--- src/rtl/bitty_sequencer.sv ---
// bitty_sequencer: fetch/issue/retire controller for the bitty core.
// Owns the PC, paces memory and core, adds step/breakpoint/watchdog.
module bitty_sequencer #(
  parameter int AW = 8,
  parameter int CW = 16,
  parameter int MEM_LAT = 1,
  parameter int TIMEOUT = 64,
  parameter logic [AW-1:0] RESET_PC = '0
) (
  input  logic          clk,
  input  logic          rst_n,
  input  logic          run,
  input  logic          mode_step,
  input  logic          step,
  input  logic          clear,
  input  logic          bp_en,
  input  logic [AW-1:0] bp_addr,
  input  logic [AW-1:0] new_pc,
  input  logic          core_done,
  output logic [AW-1:0] pc,
  output logic          mem_rd,
  output logic          core_run,
  output logic          halted,
  output logic          wd_err,
  output logic [CW-1:0] instr_count,
  output logic [2:0]    state
);

  localparam int LW = $clog2(MEM_LAT + 1);
  localparam int WW = $clog2(TIMEOUT + 1);
  localparam logic [LW-1:0] LAT_END = LW'(MEM_LAT - 1);
  localparam logic [WW-1:0] WD_END = WW'(TIMEOUT - 1);

  typedef enum logic [2:0] {
    IDLE   = 3'd0,
    FETCH  = 3'd1,
    ISSUE  = 3'd2,
    EXEC   = 3'd3,
    UPDATE = 3'd4,
    HALT   = 3'd5
  } fsm_t;

  fsm_t          fsm;
  logic [LW-1:0] lat;
  logic [WW-1:0] wd;
  logic [AW-1:0] npc;

  assign state  = fsm;
  assign halted = (fsm == HALT);

  always_ff @(posedge clk or negedge rst_n) begin
    if (!rst_n) begin
      fsm         <= IDLE;
      pc          <= RESET_PC;
      npc         <= RESET_PC;
      lat         <= '0;
      wd          <= '0;
      mem_rd      <= 1'b0;
      core_run    <= 1'b0;
      wd_err      <= 1'b0;
      instr_count <= '0;
    end else begin
      mem_rd   <= 1'b0;
      core_run <= 1'b0;
      unique case (fsm)
        IDLE: begin
          if (run && (!mode_step || step)) begin
            fsm    <= FETCH;
            mem_rd <= 1'b1;
            lat    <= '0;
          end
        end
        FETCH: begin
          if (lat == LAT_END) begin
            fsm      <= ISSUE;
            core_run <= 1'b1;
          end else begin
            lat <= lat + 1'b1;
          end
        end
        ISSUE: begin
          wd  <= '0;
          fsm <= EXEC;
        end
        EXEC: begin
          if (core_done) begin
            npc <= new_pc;
            fsm <= UPDATE;
          end else if (wd == WD_END) begin
            fsm    <= HALT;
            wd_err <= 1'b1;
          end else begin
            wd <= wd + 1'b1;
          end
        end
        UPDATE: begin
          pc          <= npc;
          instr_count <= instr_count + 1'b1;
          // breakpoint wins over step/run so a hit is never skipped
          if (bp_en && npc == bp_addr) begin
            fsm    <= HALT;
            wd_err <= 1'b0;
          end else if (mode_step || !run) begin
            fsm <= IDLE;
          end else begin
            fsm    <= FETCH;
            mem_rd <= 1'b1;
            lat    <= '0;
          end
        end
        HALT: begin
          if (clear) begin
            fsm    <= IDLE;
            wd_err <= 1'b0;
          end
        end
        default: fsm <= IDLE;
      endcase
    end
  end

endmodule

--- config.mk ---
export PLATFORM = sky130hd
export DESIGN_NAME = bitty_sequencer
export DESIGN_NICKNAME = d
export VERILOG_FILES = /design/src/rtl/bitty_sequencer.sv
export SDC_FILE = /design/constraint.sdc
export NUM_CORES = 1
export LEC_CHECK = 0
export BUFFER_PORTS_ARGS = -buffer_cell sky130_fd_sc_hd__buf_2
export CORE_MARGIN = 2
export CORE_UTILIZATION = 56
export CTS_CLUSTER_DIAMETER = 30
export DETAILED_ROUTE_END_ITERATION = 7
export PLACE_DENSITY = 0.87
export SETUP_SLACK_MARGIN = 0.15
export SLEW_MARGIN = 20
export SYNTH_ARGS = -nofsm -noshare
export SYNTH_HDL_FRONTEND = slang
export SYNTH_SLANG_ARGS = --single-unit
export TNS_END_PERCENT = 50
--- constraint.sdc ---
create_clock -name clk -period 4.34 [get_ports clk]
set_clock_uncertainty 0.2 [all_clocks]
set_input_delay 0.868 -clock clk [delete_from_list [all_inputs] [get_ports clk]]
set_output_delay 0.868 -clock clk [all_outputs]
set_load 0.005 [all_outputs]
==> results.json <==
{
  "status": "completed",
  "cp.required_ns": 3.27,
  "cts_setup_buffers": 0,
  "min_from": "instr_count[15]",
  "async_reset_ff_share_pct": 100,
  "grt_max_degree": 46,
  "crit_path_max_incr_delay_ns": 0.55,
  "synth_edf_count": 0,
  "drc": 0,
  "final_layout_size_suffix_gt1_share_pct": 27.4,
  "instances_no_fill": 311,
  "dr_total_vias": 1695,
  "drtPass1Iterations": 4,
  "rsz0062_at_grt": "false",
  "yosysSeqAreaShare_pct": 52.7,
  "clkLatencyLatePin_ns": 0.29,
  "crit_chain": "nor2b_1 -> and2_1 -> buf_2",
  "hold_path.class": "flop to flop",
  "critPathKind": "flop to primary output",
  "cp_max_fo": 13,
  "final.setup.tns_ns": 0,
  "relSlewSlack_pct": 61.4,
  "holdBufCountCts": 0,
  "max_freq_mhz": 417,
  "max-vdd-ir-drop_uv": 402,
  "clockBufferDepth": 2,
  "r2r-start": "wd[0]",
  "port_buffers": 54,
  "period_minus_slack_ns": 2.40,
  "drv_cap": 0,
  "synth_cell_types": 41,
  "synth.net_count": 237,
  "slew_violations": 0,
  "netlist_instances": 211,
  "first_iter_violations": 64,
  "worst-path-buf-inv": 1,
  "gp_congestion": 0.810,
  "cts_tree": "built",
  "critPathArrivalTime_ns": 1.33,
  "antenna_cells": 0,
  "syn2layout_area_growth_pct": 17.6,
  "ctsResizeCount": 0,
  "rows": 22,
  "dieWidth_um": 65.8,
  "critPathCaptureType": "primary output",
  "nets": 289,
  "core_area_um2": 3660,
  "first_global_vias": 1652,
  "grt_overflow": 0,
  "worst_slew_pin_slew_ns": 0.574,
  "viasPerCell": 5.45,
  "yosys_warnings": 0,
  "synthFlopType": "dfrtp_1",
  "chipHeight_um": 65.8,
  "yosys_register_bits": 45,
  "hold_viol": 0,
  "path_clk_slew_ns": 0.08,
  "grt_first_pass_wirelength_um": 7200,
  "power_density_nw_per_um2": 527,
  "r2r_slack_ns": 2.13,
  "hold_slack_ns": 0.266,
  "post-dp-hpwl_um": 3030,
  "period_share_pct": 55.3,
  "wl_um": 4240,
  "cp_slowest_cell": "dfrtp_1",
  "grt_use_total_pct": 21.8,
  "grt_antenna_before_repair": 0,
  "wl_per_cell_um": 13.6,
  "htree_levels": 2,
  "dp_cells": 304,
  "cts-buffers-inserted": 5,
  "synth_area_um2": 2140,
  "die_area_um2": 4330,
  "finalPower_uw": 1320,
  "cts.sinks": 45,
  "setup_violations": 0,
  "p_leak_uw": 0.00124,
  "avgSynthCellArea_um2": 10.1,
  "critPathTopFamily": "flip-flops",
  "utilization_pct": 68.7,
  "postRouteAntennaNets": 0,
  "critPathLaunch": "state[2]",
  "cp-start-kind": "flop",
  "cts-root-buf": "clkbuf_8",
  "start_util_pct": 58.4,
  "io_pins": 55
}
## cells by family after synthesis
family                     after synthesis  synth area share [%]
AOI/OAI and AO/OA                       23                  7.37
xor gates and xnor gates                23                  9.42
adders and majority gates                2                  1.17
buffers and inverters                   14                  2.93
DFF                                     45                  52.7
muxes                                    9                  4.68
and+or+nand+nor                         95                  21.8
## routing by layer
layer  up-vias  share of wire [%]  global-route usage [%]
met5         -                  0                       0
met4         0                1.2                    5.73
met3         5                7.6                    6.81
met2        57                 47                    36.5
met1       808                 44                    27.2
li1        825                  -                       -
## synth_stat cells, types with 3 or more instances
cell / count / share of area (%)
xnor2_1: 13 / 5.3
nor2_1: 12 / 2.1
nor4_1: 3 / 0.88
clkbuf_1: 3 / 0.53
mux2_2: 8 / 4.2
nand2_1: 40 / 7.0
o211ai_1: 4 / 1.4
a21oi_1: 5 / 1.2
nor3_1: 3 / 0.70
buf_2: 5 / 1.2
xor2_1: 10 / 4.1
dfrtp_1: 45 / 53
nand3_1: 12 / 2.8
nor2b_1: 3 / 0.88
inv_1: 5 / 0.88
nand4_1: 6 / 1.8
o21ai_0: 5 / 1.2
## metrics by stage
step                instance area (µm²)  setup slack [ns]
floorplan                          2140              2.31
global placement                   2420              2.02
detailed placement                 2420              1.98
CTS                                2510              1.94
global route                       2510              1.81
finish                             2510              1.94
## report_power, final
| group | internal [µW] | switching (µW) | leakage, µW |
|---|---|---|---|
| logic | 201 | 195 | 0.000603 |
| registers | 538 | 130 | 0.000590 |
| clock network | 126 | 134 | 0.0000443 |
## sequential cells by signal, indices dropped and copies added, names as in the netlist
| name | cells |
|---|---|
| instr_count | 16 |
| npc | 8 |
| pc | 8 |
| wd | 7 |
| state | 3 |
| core_run | 1 |
| mem_rd | 1 |
| wd_err | 1 |
## path summary, 6_finish.rpt
kind,endpoint,cells after the start
worst min register to register,instr_count[15],1
worst max-delay path,halted,3
worst min-delay path,instr_count[15],1
min in group asynchronous,instr_count[5],1
max in group asynchronous,npc[7],1
worst max register to register,wd[5],5
## area by class of cell
class                   instances  area (µm²)
well taps                      48        60.1
multi-input cells             152         950
inverters                       5        18.8
clock buffers                   7        86.3
repair buffers                 54         273
fillers                       283        1150
flip-flops and latches         45        1130
## cells in the final DEF (no fill, tap or decap), drive strengths merged, types with 2 or more instances in the layout
cell / instances
mux2: 8
clkbuf: 7
nand3: 12
nor2b: 3
buf: 54
inv: 5
and2: 2
o211ai: 4
ha: 2
and3: 3
nand2: 40
o21ai: 5
a21oi: 5
nor4: 3
xnor2: 13
nand4: 6
or4: 2
nor3: 3
xor2: 10
nor2: 12
dfrtp: 45
or3: 2
Power figures use the tool's default switching activity.
